## config.mk

```make
export PLATFORM = sky130hd
export DESIGN_NAME = pixel_dispatch_ctrl
export DESIGN_NICKNAME = d
export VERILOG_FILES = /design/src/rtl/pixel_dispatch_ctrl.sv
export SDC_FILE = /design/constraint.sdc
export NUM_CORES = 1
export LEC_CHECK = 0
export CAP_MARGIN = 20
export CELL_PAD_IN_SITES_DETAIL_PLACEMENT = 0
export CELL_PAD_IN_SITES_GLOBAL_PLACEMENT = 1
export CORE_UTILIZATION = 36
export DETAILED_ROUTE_END_ITERATION = 8
export PLACE_DENSITY = 0.87
export REMOVE_ABC_BUFFERS = 1
export SLEW_MARGIN = 20
export SYNTH_ARGS = -nofsm -noshare
export SYNTH_HDL_FRONTEND = slang
export SYNTH_SLANG_ARGS = --single-unit
```

## constraint.sdc

```tcl
create_clock -name clk -period 3.4 [get_ports clk]
set_input_delay 0.51 -clock clk [delete_from_list [all_inputs] [get_ports clk]]
set_output_delay 0.51 -clock clk [all_outputs]
set_load 0.02 [all_outputs]
```

## src/rtl/pixel_dispatch_ctrl.sv

```systemverilog
// Frame scan scheduler: raster-scans H_RES x V_RES pixels and hands each one to NUM_ENG engines round-robin.
// Optional macro FRAME_RESTART_EN: frame_go during a scan aborts it and reloads the view.
module pixel_dispatch_ctrl #(
  parameter int           Q       = 21,
  parameter int           N       = 32,
  parameter int           NUM_ENG = 4,
  parameter int           H_RES   = 640,
  parameter int           V_RES   = 480,
  // 2^-8 in the Q-format, i.e. 32'h00002000 for Q=21
  parameter logic [N-1:0] STEP0   = N'(1) << (Q - 8)
) (
  input  logic               clk,
  input  logic               rst,
  input  logic               frame_go,
  input  logic [N-1:0]       start_X,
  input  logic [N-1:0]       start_Y,
  input  logic [1:0]         zoom_level,
  input  logic [NUM_ENG-1:0] eng_ready,
  output logic [NUM_ENG-1:0] eng_valid,
  output logic [15:0]        pix_X,
  output logic [15:0]        pix_Y,
  output logic [N-1:0]       c_re,
  output logic [N-1:0]       c_im,
  output logic               busy,
  output logic               frame_done
);

  localparam int PTR_W = (NUM_ENG > 1) ? $clog2(NUM_ENG) : 1;

  typedef enum logic [1:0] {IDLE, LOAD, ISSUE, DONE} state_t;

  state_t              state_q;
  logic [PTR_W-1:0]    rr_q;
  logic [PTR_W-1:0]    rr_d;
  logic [PTR_W-1:0]    grant_idx;
  logic [PTR_W:0]      rr_sum;
  logic                grant_vld;
  logic                xfer;
  logic                restart;
  logic                eol;
  logic                last_pix;
  logic [15:0]         pix_x_q;
  logic [15:0]         pix_y_q;
  logic [15:0]         pix_x_d;
  logic [15:0]         pix_y_d;
  logic signed [N-1:0] start_x_q;
  logic signed [N-1:0] step_q;
  logic signed [N-1:0] c_re_q;
  logic signed [N-1:0] c_im_q;
  logic signed [N-1:0] c_re_d;
  logic signed [N-1:0] c_im_d;
  logic                busy_q;
  logic                done_q;

  function automatic logic signed [N-1:0] zoom_step(input logic [1:0] zoom);
    return $signed(STEP0) >>> zoom;
  endfunction

  always_comb begin
    grant_vld = 1'b0;
    grant_idx = '0;
    rr_sum    = '0;
    // Walk offsets farthest-first so the ready engine closest to rr_q wins.
    for (int k = NUM_ENG - 1; k >= 0; k--) begin
      rr_sum = {1'b0, rr_q} + (PTR_W + 1)'(k);
      if (rr_sum >= (PTR_W + 1)'(NUM_ENG)) begin
        rr_sum = rr_sum - (PTR_W + 1)'(NUM_ENG);
      end
      if (eng_ready[rr_sum[PTR_W-1:0]]) begin
        grant_vld = 1'b1;
        grant_idx = rr_sum[PTR_W-1:0];
      end
    end
  end

  assign xfer = (state_q == ISSUE) && grant_vld;
  assign rr_d = (grant_idx == PTR_W'(NUM_ENG - 1)) ? '0 : grant_idx + 1'b1;

`ifdef FRAME_RESTART_EN
  assign restart = (state_q == ISSUE) && frame_go;
`else
  assign restart = 1'b0;
`endif

  always_comb begin
    eol      = (pix_x_q == 16'(H_RES - 1));
    last_pix = eol && (pix_y_q == 16'(V_RES - 1));
    if (eol) begin
      // Imaginary axis points up the screen, so each new line steps c_im down.
      pix_x_d = '0;
      pix_y_d = pix_y_q + 16'd1;
      c_re_d  = start_x_q;
      c_im_d  = c_im_q - step_q;
    end else begin
      pix_x_d = pix_x_q + 16'd1;
      pix_y_d = pix_y_q;
      c_re_d  = c_re_q + step_q;
      c_im_d  = c_im_q;
    end
  end

  always_ff @(posedge clk) begin
    if (rst) begin
      state_q   <= IDLE;
      rr_q      <= '0;
      pix_x_q   <= '0;
      pix_y_q   <= '0;
      start_x_q <= '0;
      step_q    <= '0;
      c_re_q    <= '0;
      c_im_q    <= '0;
      busy_q    <= 1'b0;
      done_q    <= 1'b0;
    end else begin
      done_q <= 1'b0;
      case (state_q)
        IDLE: begin
          if (frame_go) begin
            state_q <= LOAD;
            busy_q  <= 1'b1;
          end
        end
        LOAD: begin
          start_x_q <= $signed(start_X);
          step_q    <= zoom_step(zoom_level);
          pix_x_q   <= '0;
          pix_y_q   <= '0;
          c_re_q    <= $signed(start_X);
          c_im_q    <= $signed(start_Y);
          state_q   <= ISSUE;
        end
        ISSUE: begin
          if (xfer) begin
            rr_q <= rr_d;
          end
          // The final pixel leaves its coordinates on the outputs instead of wrapping past the frame.
          if (xfer && !last_pix) begin
            pix_x_q <= pix_x_d;
            pix_y_q <= pix_y_d;
            c_re_q  <= c_re_d;
            c_im_q  <= c_im_d;
          end
          if (restart) begin
            state_q <= LOAD;
          end else if (xfer && last_pix) begin
            state_q <= DONE;
            busy_q  <= 1'b0;
            done_q  <= 1'b1;
          end
        end
        DONE: begin
          state_q <= IDLE;
        end
        default: begin
          state_q <= IDLE;
        end
      endcase
    end
  end

  assign eng_valid  = xfer ? (NUM_ENG'(1) << grant_idx) : '0;
  assign pix_X      = pix_x_q;
  assign pix_Y      = pix_y_q;
  assign c_re       = c_re_q;
  assign c_im       = c_im_q;
  assign busy       = busy_q;
  assign frame_done = done_q;

endmodule

```

[Word level (Yosys, flattened, before mapping)]
Index checks and enable logic that the tools add are counted.
Word-level totals
  memories kept: 0
  word-level logic and storage cells: 98
  bits in writable memories: 0
  bits in latches: 0
  flip-flop bits (word level): 166
  ROM bits: 0
Operators by class
  $lt $le $gt $ge: 8
  multiply operators: 0
  eq/ne operators: 10
  div/mod/pow operators: 0
  shifts and indexed selects: 2
  mux-type cells: 41
  reductions and logical operators: 14
  add/sub/neg operators: 12
  bitwise logic cells: 1
Operator list (count)
  $mux W32: 4
  $pmux W32 S2: 2
  $mux W16: 4
  $pmux W16 S2: 2
  $add A16 B1 Y16 const B: 2
  $add A32 B32 Y32: 1
  $sshr A15 B2 Y32 const A: 1
  $sub A32 B32 Y32: 1
  $mux W2: 11
  $eq A16 B10 Y1 const B: 1
  $eq A16 B9 Y1 const B: 1
  $lt A2 B3 Y1 const B: 4
  $mux W1: 11
  $ge A3 B3 Y1 const B: 3
  $bmux W1 S2: 4
  $pmux W2 S4: 1
  $sub A2 B1 Y2 const B: 4
  $add A2 B2 Y3 const B: 2
  $eq A2 B2 Y1 const B: 3
  $reduce_and A2 Y1: 3
  $reduce_and A3 Y1: 2
  $logic_and A1 B1 Y1: 4
  $mux W4: 1
  $ne A2 B1 Y1 const B: 2
  other kinds (12): 14

[Longest topological paths before layout]
Gate-level depths: netlist (run 1).
  depth in word-level cells: 13
  depth in mapped cells: 10

[Least setup slack after synthesis (run 1)]
OpenSTA, ideal clock, no wires.
  kind: register to register
  start: register pix_x_q[0], in the netlist pix_X[0]
  end: register c_im_q[28], in the netlist c_im[28]
  stages on the path, launching flop included: 9
  arrival: 2421 ps
  buffers on the path: 1
  path slack: 851 ps
  period minus slack after synthesis: 2549 ps
  path through: dfxtp_1 ha_1 nor4bb_1 nand4_1 or3_4 buf_6 or4_1 a32oi_1 nor2_1
On the way
  word-level cells in the longest chain between the ends: 6
  elaborated cells on any way between the ends: 7
RTL lines
  start, declared: RTL line 42  | logic [15:0] pix_x_q;
  start signal, assigned: RTL line 138  | pix_x_q <= pix_x_d;
  $eq A16 B10 Y1 *: RTL line 86  | eol = (pix_x_q == 16'(H_RES - 1));
  $logic_and A1 B1 Y1: RTL line 87  | last_pix = eol && (pix_y_q == 16'(V_RES - 1));
  $logic_not A1 Y1: RTL line 137  | if (xfer && !last_pix) begin
  $logic_and A1 B1 Y1: RTL line 137
  $ne A2 B1 Y1 (no line)
  $reduce_and A3 Y1 (no line) *
  end signal, assigned: RTL line 129  | c_im_q <= $signed(start_Y);
  end signal, assigned: RTL line 141  | c_im_q <= c_im_d;
  end, declared: RTL line 49  | logic signed [N-1:0] c_im_q;
Mark *: on every way between the ends. The rest lies on a longest branch, timed or not.
A chain may end at the register's enable or synchronous reset.

[Worst setup path in the final report (run 1)]
  start: input port eng_ready[1]
  end: output port eng_valid[2]
On the way
  word-level cells in the longest chain between the ends: 8
  elaborated cells on any way between the ends: 19
RTL lines
  start, declared: RTL line 18  | input logic [NUM_ENG-1:0] eng_ready,
  $bmux W1 S2: RTL line 69  | if (eng_ready[rr_sum[PTR_W-1:0]]) begin
  $mux W1 (implied by the code): RTL line 69
  $mux W2 / $mux W1 (equally long branches) (4 in series): RTL line 69
  $shl A1 B2 Y4 / $logic_and A1 B1 Y1 (equally long branches): RTL line 161, 76
  $mux W4 *: RTL line 161  | assign eng_valid = xfer ? (NUM_ENG'(1) << grant_idx) : '0;
  end, declared: RTL line 19  | output logic [NUM_ENG-1:0] eng_valid,
Mark *: on every way between the ends. The rest lies on a longest branch, timed or not. The select of a mux whose other input is x is not followed.

==> impl_metrics.csv, run 1 <==
group,metric,value,unit
cells_and_area,seq_area,0.00276,mm^2
timing,rsz0062_at_grt,"false",
timing,fin_tns_setup,0,ns
worst_setup_path,required,2.89,ns
cells_and_area,syn_to_final_growth,37.6,%
cells_and_area,fillers,1923,
timing,worst_pin_slew,0.910,ns
yosys,async_flop_share,0,%
worst_setup_path,r2r-start,"pix_X[0]",
run_status,status,"completed",
timing,slew_viol_final,0,
cts,cts_tree,"done",
yosys,yosysSeqAreaShare,38.8,%
drt,antenna_left,0,
worst_hold_path,hold_class,"in2reg",
yosys,yosysMostFrequentCell,"dfxtp_1",
run,drv_cap,0,
cts,htree_levels,4,
place,place_congestion,0.831,
grt,grtUsageTotal,22.9,%
floorplanning,dieArea,0.0203,mm^2
pwr,power_leakage,3.43,nW
floorplanning,core,0.0194,mm^2
grt,gr-max-usage-layer,"met2",
yosys,yosysTopAreaCellShare,38.8,%
worst_hold_path,hp-start,"rst",
drt,drt_wl_total,22900,um
cts,cts_sinks,138,
drt,via_count,7226,
cells_and_area,layout-drive-gt1-share,7.10,%
pwr,powerDensity,892,mW/mm^2
yosys,synth_largest_area_cell,"dfxtp_1",
place,post-place-ws,0.216,ns
grt,first_global_vias,6741,
grt,grt_pass1_wl,36300,um
floorplanning,pin_count,175,
yosys,yosysUniqueCellTypes,67,
worst_setup_path,arrival,2.59,ns
grt,grt_use_met2,36.4,%
place,numPlacedInstances,1289,
cts,clockBufferDepth,2,
yosys,syn_inst,876,
yosys,synth_common_cells,"dfxtp_1, nor2_1, nand2_1",
place,place_hpwl,16300,um
worst_setup_path,endpoint_kind,"primary output",
timing,hold_viol,0,
drt,drcViolationCount,0,
cts,clk_pin_slew,0.06,ns
timing,relSlewSlack,38.7,%
grt,gr-usage-met1,30.9,%
floorplanning,initial_core_util,36.7,%
drt,wl_per_cell,17.3,um
timing,skew,0.00793,ns
yosys,yosys-top-cells-area,"dfxtp_1, a21oi_1, nor2_1, mux2i_1, nand2_1",
grt,grt_use_met3,4.68,%
cts,cts-buffers-inserted,17,
grt,gr-total-overflow,0,
worst_setup_path,cp_slowest_stage_delay,0.53,ns
grt,antenna_found_initial,0,
yosys,synth_warnings,0,
cts,cts_root_buf,"clkbuf_16",
timing,fmax,0.322,GHz
worst_setup_path,setup.worst_path.class,"in2out",
drt,first_iter_violations,596,
cells_and_area,diodes,0,
yosys,syn_area,0.00711,mm^2
grt,grt_max_degree,48,
timing,finalCritPeriodShare,91.3,%
cells_and_area,post-route-util,50.4,%
worst_setup_path,worst_setup_path_start_kind,"primary input",
worst_setup_path,critical_path.cell_chain,"clkdlybuf4s50_1 -> inv_1 -> a21oi_1 -> o22ai_1 -> a21oi_1 -> inv_1 -> ha_1 -> and3_1 -> clkdlybuf4s50_1",
worst_setup_path,cpMaxStageDelayCell,"clkdlybuf4s50_1",
floorplanning,num_rows,51,
pwr,vdd_drop_max,0.525,mV
cells_and_area,nets,1135,
place,port_buffers,174,
yosys,synth_enable_flop_cells,0,
floorplanning,fp.dieW,143,um
yosys,synth_seq_cells,138,
cells_and_area,multi_input_area,0.00407,mm^2
timing,setup_viol,0,
worst_setup_path,worstSetupStartpoint,"eng_ready[1]",
cts,ctsResizeCount,0,
yosys,ys.flop_type,"dfxtp_1",
timing,finalCriticalPeriod,3.10,ns
cells_and_area,stdcell_count,1321,
floorplanning,die_y,143,um
worst_setup_path,crit_fanout,4,
drt,viasPerCell,5.47,
drt,dr.pass1.iters,5,
timing,setup_ws,0.296,ns
cts,cts_setup_buffers,0,
cts,clk_latency,0.43,ns
timing,whs,0.455,ns
cts,cts-hold-fix-buffers,0,
yosys,avgSynthCellArea,8.12,um^2
[where the power goes]
part           switching [mW]  leakage (nW)  internal [mW]
registers               0.438          1.13           2.07
clock network           0.762         0.282           1.12
logic                    2.59          2.02           1.74
[through the flow]
stage	cell area, um^2	total power, mW
floorplan	6890	4.99
global placement	9190	6.79
detailed placement	9190	6.84
CTS	9780	8.74
global route	9780	9.29
finish	9780	8.73
[cell families (layout without fill, tap and decap cells)]
family | count (synthesis) | after routing | synth area share [%]
buf+inv | 70 | 250 | 4.05
xor+xnor | 32 | 32 | 3.94
fa+ha+maj | 19 | 19 | 3.45
simple gates | 343 | 343 | 23.5
compound gates | 236 | 236 | 20.8
flops | 138 | 138 | 38.8
mux | 38 | 38 | 5.37
[area by class of cell]
| class | instances | share of cell area, % |
|---|---|---|
| inverters | 17 | 0.652 |
| multi-input cells | 668 | 41.6 |
| clock inverters | 13 | 1.47 |
| clock buffers | 19 | 4.63 |
| well taps | 265 | 3.39 |
| repair buffers | 201 | 20.0 |
| flip-flops and latches | 138 | 28.2 |
[layer usage]
layer	vias up	share of wire, %
met1	3413	46
met4	0	1.6
met2	242	46
li1	3546	-
met5	-	0
met3	25	6.5
[path summary, 6_finish.rpt]
path / to / slack [ns] / cells past startpoint
setup / recovery: eng_valid[2] / 0.30 / 9
hold / removal: c_im[1] / 0.45 / 2
setup reg to reg: pix_Y[15] / 0.34 / 7
hold reg to reg: c_im[5] / 0.46 / 2
[cells in the final DEF (no fill, tap or decap), types with 8 or more instances in the layout]
cell	n
nand3_1	32
mux2i_1	37
a211oi_1	13
o211ai_1	16
nor2b_1	8
xnor2_1	13
o21ai_0	50
or3_1	11
nor3_1	20
and3_1	13
clkdlybuf4s50_1	173
a22oi_1	12
xor2_1	19
inv_1	16
buf_4	27
nand4_1	16
dfxtp_1	138
ha_1	16
o31ai_1	10
nor2_1	105
a21oi_1	80
nor4_1	10
nand2_1	88
or4_1	10
clkbuf_16	17
[worst max-delay path, delay by kind of cell]
| kind | cells | cell delay [ns] |
|---|---|---|
| compound gates | 3 | 0.50 |
| fa+ha+maj | 1 | 0.21 |
| buf+inv | 4 | 1.22 |
| simple gates | 1 | 0.15 |
[state kept, by name (all words and copies together) (netlist names)]
register	flops
c_im	32
c_re	32
pix_Y	16
busy	1
rr_q	2
step_q	4
state_q	2
pix_X	16
frame_done	1
start_x_q	32
No activity file was read; power rests on OpenSTA's default activity.
==> run 2, diff against run 1 <==
- clock period: 3.4 -> 3.2 ns (I/O delays scaled with it)
==> run 2 against run 1 <==
Net effect:
- non-clock buffer count is 4 higher
- via count is 1.6% lower
- count of clock-buffer cells in the layout is 2 lower
- clock power is 5% higher
- design area is 0.12% higher
- sequential share of layout area hardly changed
- critical endpoint unchanged
==> impl_metrics.csv, run 2 (synthesized netlist as in run 1, its figures left out) <==
group,metric,value,unit
cells_and_area,layout-drive-gt1-share,7.45,%
timing,relSlewSlack,36.7,%
pwr,power_leakage,3.44,nW
timing,setup_viol,0,
timing,finalCriticalPeriod,3.06,ns
timing,rsz0062_at_grt,"false",
place,post-place-ws,-0.0301,ns
cts,clk_pin_slew,0.06,ns
grt,gr-total-overflow,0,
floorplanning,die_y,143,um
grt,grtUsageTotal,22.7,%
cells_and_area,syn_to_final_growth,37.7,%
pwr,power.clock.fraction,21.4,%
drt,antenna_left,0,
place,place_congestion,0.844,
pwr,powerDensity,948,mW/mm^2
timing,hold_viol,0,
worst_setup_path,reg2reg_setup_slack,0.35,ns
drt,dr.pass1.iters,5,
timing,setup_ws,0.142,ns
floorplanning,pin_count,175,
floorplanning,fp.dieW,143,um
timing,worst_pin_slew,0.942,ns
cts,cts-buffers-inserted,17,
timing,whs,0.457,ns
pwr,vdd_drop_max,0.505,mV
drt,drcViolationCount,0,
worst_setup_path,crit_fanout,4,
cts,cts_sinks,138,
cts,cts_setup_buffers,0,
cts,cts_root_buf,"clkbuf_16",
worst_hold_path,hold_class,"reg2reg",
timing,skew,0.00698,ns
floorplanning,initial_core_util,36.7,%
grt,grt_max_degree,54,
place,placed_area,0.00920,mm^2
timing,fmax,0.327,GHz
worst_setup_path,arrival,2.58,ns
pwr,comb_power_share,49.9,%
cts,clockBufferDepth,2,
pwr,p_switching,4.05,mW
grt,first_global_vias,6718,
pwr,internal_power,5.23,mW
floorplanning,dieArea,0.0203,mm^2
timing,slew_viol_final,0,
drt,wl_per_cell,17.3,um
floorplanning,core,0.0194,mm^2
cells_and_area,design_area,0.00979,mm^2
floorplanning,num_rows,51,
run,drv_cap,0,
cts,clk_latency,0.42,ns
cts,cts-hold-fix-buffers,0,
cts,cts_tree,"done",
cells_and_area,diodes,0,
worst_setup_path,worst_setup_path_start_kind,"primary input",
pwr,p_seq_share,28.7,%
cts,htree_levels,4,
place,port_buffers,174,
drt,drt_wl_total,22900,um
drt,via_count,7110,
worst_setup_path,required,2.72,ns
worst_setup_path,setup.worst_path.class,"in2out",
cells_and_area,layout.cells.most_common_list,"clkdlybuf4s50_1, dfxtp_1, nor2_1",
drt,viasPerCell,5.37,
grt,antenna_found_initial,0,
cts,ctsResizeCount,0,
timing,finalCritPeriodShare,95.6,%
cells_and_area,final_common_cell,"clkdlybuf4s50_1",
pwr,swShare,43.7,%
cells_and_area,nets,1139,
run_status,status,"completed",
place,place_hpwl,16300,um
grt,grt_pass1_wl,36000,um
worst_setup_path,endpoint_kind,"primary output",
drt,first_iter_violations,602,
==> run 2: cell types whose count changed in the layout (fill, tap and decap cells not counted), sizes merged <==
cell | previous run | this run
buf | 28 | 32
clkinv | 6 | 5
inv | 18 | 21
clkbuf | 19 | 17
==> run 2: cell type report <==
class | count | area [um^2]
fill | 1916 | 9600
multi-input combinational | 668 | 4070
sequential | 138 | 2760
timing repair buffer | 205 | 1970
clock buffer | 17 | 425
tap | 265 | 332
clock inverter | 15 | 165
inverter | 17 | 63.8
==> run 2: power groups by stage <==
stage	clock network, mW	logic [mW]	registers [mW]
after floorplan	0	2.32	2.99
after global placement	0	4.55	2.68
after detailed placement	0	4.59	2.69
after CTS	2.01	4.62	2.66
after global routing	2.09	5.03	2.73
final	1.98	4.63	2.66
==> run 2: through the flow <==
stage	util [%]	cells	TNS (ns)	power [mW]
floorplan	-	823	-31.42	5.30
global placement	47.4	1293	0	7.23
detailed placement	47.4	1293	-0.0301	7.28
CTS	50.5	1325	0	9.29
global route	50.5	1325	0	9.85
finish	50.5	1325	0	9.28
==> run 2: worst max-delay path: stages <==
cell and delay (ns):
clkdlybuf4s50_1 0.51, inv_1 0.07, a21oi_1 0.13, o22ai_1 0.09, a21oi_1 0.29, inv_1 0.12
ha_1 0.21, and3_1 0.15, clkdlybuf4s50_1 0.53
==> run 2: path summary, 6_finish.rpt <==
path,cells after the start,endpoint,start
setup / recovery,9,eng_valid[2],eng_ready[1]
hold / removal,2,c_im[5],c_im[5]
setup reg to reg,7,pix_Y[15],pix_X[0]
hold reg to reg,2,c_im[5],c_im[5]
==> run 2: layer usage <==
| layer | wire [um] | GRT usage (%) | vias to the layer above | part of all wire [%] |
|---|---|---|---|---|
| met5 | 0 | 0 | - | 0 |
| met4 | 296 | 7.41 | 0 | 1.3 |
| met3 | 1280 | 4.64 | 17 | 5.6 |
| met2 | 10600 | 35.9 | 205 | 46 |
| met1 | 10700 | 30.9 | 3338 | 47 |
| li1 | - | - | 3550 | - |
==> run 3, diff against run 2 <==
- GPL_TIMING_DRIVEN: default -> 0
- HOLD_SLACK_MARGIN: default -> 0.08
==> run 3 against run 2 <==
Net effect:
- clock power is 16% higher
- critical path depth is 1 lower
- flip-flop and latch count did not move
- total power up 3.2%
- critical endpoint is now c_re[17]
- fmax rose by 0.84%
==> impl_metrics.csv, run 3 (synthesized netlist as in run 1, its figures left out) <==
group,metric,value,unit
run,drv_cap,0,
grt,gr-total-overflow,0,
place,port_buffers,174,
timing,relSlewSlack,24.7,%
drt,dr.pass1.iters,5,
place,place_congestion,0.834,
worst_hold_path,hold_class,"reg2reg",
worst_hold_path,hp-start,"c_im[5]",
floorplanning,core,0.0194,mm^2
timing,finalCritPeriodShare,94.8,%
worst_setup_path,cpMaxStageDelayCell,"nor2_4",
drt,drt_wl_total,23300,um
pwr,power.clock.fraction,24.1,%
pwr,comb_power_share,48.2,%
floorplanning,initial_core_util,36.7,%
pwr,vdd_drop_max,0.587,mV
timing,skew,0.0100,ns
worst_setup_path,path_delay_family,"simple AND/OR/NAND/NOR gates",
drt,dr.max_layer_used,"met4",
cells_and_area,stdcell_count,1300,
cts,cts_sinks,138,
grt,grt_pass1_wl,36400,um
cells_and_area,nets,1114,
timing,whs,0.457,ns
cts,cts_root_buf,"clkbuf_16",
floorplanning,num_rows,51,
cts,cts-buffers-inserted,17,
worst_setup_path,r2r-start,"state_q[0]",
cells_and_area,diodes,0,
pwr,internal_power,5.51,mW
drt,first_iter_violations,520,
floorplanning,pin_count,175,
run_status,status,"completed",
grt,antenna_found_initial,0,
drt,via_count,7206,
pwr,p_total,9.58,mW
timing,setup_viol,0,
worst_setup_path,endpoint_kind,"flop",
worst_setup_path,worst_setup_path_start_kind,"flop",
cts,cts_tree,"done",
drt,wl_per_cell,17.9,um
drt,antenna_left,0,
grt,grtUsageTotal,23.2,%
cells_and_area,design_area,0.00984,mm^2
worst_setup_path,critical_path.cell_chain,"inv_1 -> ha_2 -> inv_1 -> nor2_4 -> buf_16 -> nor2_4 -> o311ai_0 -> a21oi_1",
worst_setup_path,arrival,3.39,ns
timing,hold_viol,0,
cells_and_area,syn_to_final_growth,38.3,%
worst_setup_path,setup.worst_path.class,"reg2reg",
worst_setup_path,critPathBufInv,3,
drt,wl_met3,1410,um
timing,fmax,0.330,GHz
drt,viasPerCell,5.54,
cts,clk_pin_slew,0.06,ns
worst_setup_path,crit_fanout,27,
timing,worst_pin_slew,1.12,ns
drt,drcViolationCount,0,
timing,setup_ws,0.168,ns
pwr,swShare,42.5,%
drt,met2WireLength,10600,um
grt,grt_max_degree,59,
timing,finalCriticalPeriod,3.03,ns
cells_and_area,layout-drive-gt1-share,6.47,%
place,numPlacedInstances,1265,
cells_and_area,fillers,1903,
cells_and_area,multi_input_area,0.00416,mm^2
cells_and_area,layout.cells.most_common_list,"clkdlybuf4s50_1, dfxtp_1, nor2_1",
cells_and_area,final_common_cell,"clkdlybuf4s50_1",
pwr,powerDensity,974,mW/mm^2
drt,drt-met1-wl,10800,um
floorplanning,die_y,143,um
pwr,p_seq_share,27.7,%
timing,rsz0062_at_grt,"false",
cts,htree_levels,4,
worst_setup_path,cp_slowest_stage_delay,0.64,ns
place,placed_area,0.00907,mm^2
worst_setup_path,required,3.55,ns
floorplanning,fp.dieW,143,um
grt,first_global_vias,6739,
worst_setup_path,worstSetupStartpoint,"state_q[0]",
cts,clockBufferDepth,2,
floorplanning,dieArea,0.0203,mm^2
pwr,power_leakage,3.40,nW
pwr,p_switching,4.07,mW
place,post-place-ws,-0.545,ns
cells_and_area,seq_area,0.00276,mm^2
cts,clk_latency,0.43,ns
place,place_hpwl,15500,um
timing,slew_viol_final,0,
-- run 3: worst paths after layout --
check / endpoint / cells past startpoint / slack (ns)
worst min register to register: c_im[5] / 2 / 0.46
worst max register to register: c_re[17] / 8 / 0.17
worst min-delay path: c_im[5] / 2 / 0.46
worst max-delay path: c_re[17] / 8 / 0.17
-- run 3: layout make-up --
cell class / count / area share (%)
Clock buffer: 21 / 4.78
Clock inverter: 11 / 2.19
Inverter: 17 / 0.700
Multi-Input combinational cell: 669 / 42.3
Sequential cell: 138 / 28.1
Tap cell: 265 / 3.37
Timing Repair Buffer: 179 / 18.6
-- run 3: per-stage QoR --
stage,utilization (%),setup TNS [ns]
after floorplan,-,-31.42
after global placement,46.2,-304.24
after detailed placement,46.8,-23.02
after CTS,50.6,0
after global routing,50.7,0
final,50.7,0
-- run 3: power by group through the flow --
stage	Clock, mW	Combinational [mW]	Sequential [mW]
floorplan	0	2.32	2.99
global placement	0	4.39	2.67
detailed placement	0	4.49	2.68
CTS	2.33	4.61	2.65
finish	2.30	4.62	2.66
global route	2.41	5.04	2.72
-- run 3: repair_timing --
action                     CTS  global route
setup endpoints to repair   72            47
resized for setup            8             6
setup buffers                1             1
hold buffers                 0             0
gates cloned                 1             0
pin swaps                    2             2
-- run 3: worst reg2reg max path, stage by stage (launching register included) --
cell and delay (ns):
dfxtp_1 0.43, inv_1 0.13, ha_2 0.45, inv_1 0.45, nor2_4 0.17, buf_16 0.21
nor2_4 0.65, o311ai_0 0.29, a21oi_1 0.17
-- run 3: per-layer routing --
layer  up-vias  GRT usage (%)
li1       3494              -
met1      3439           31.0
met2       244           37.0
met3        29           4.00
met4         0           9.17
met5         -              0
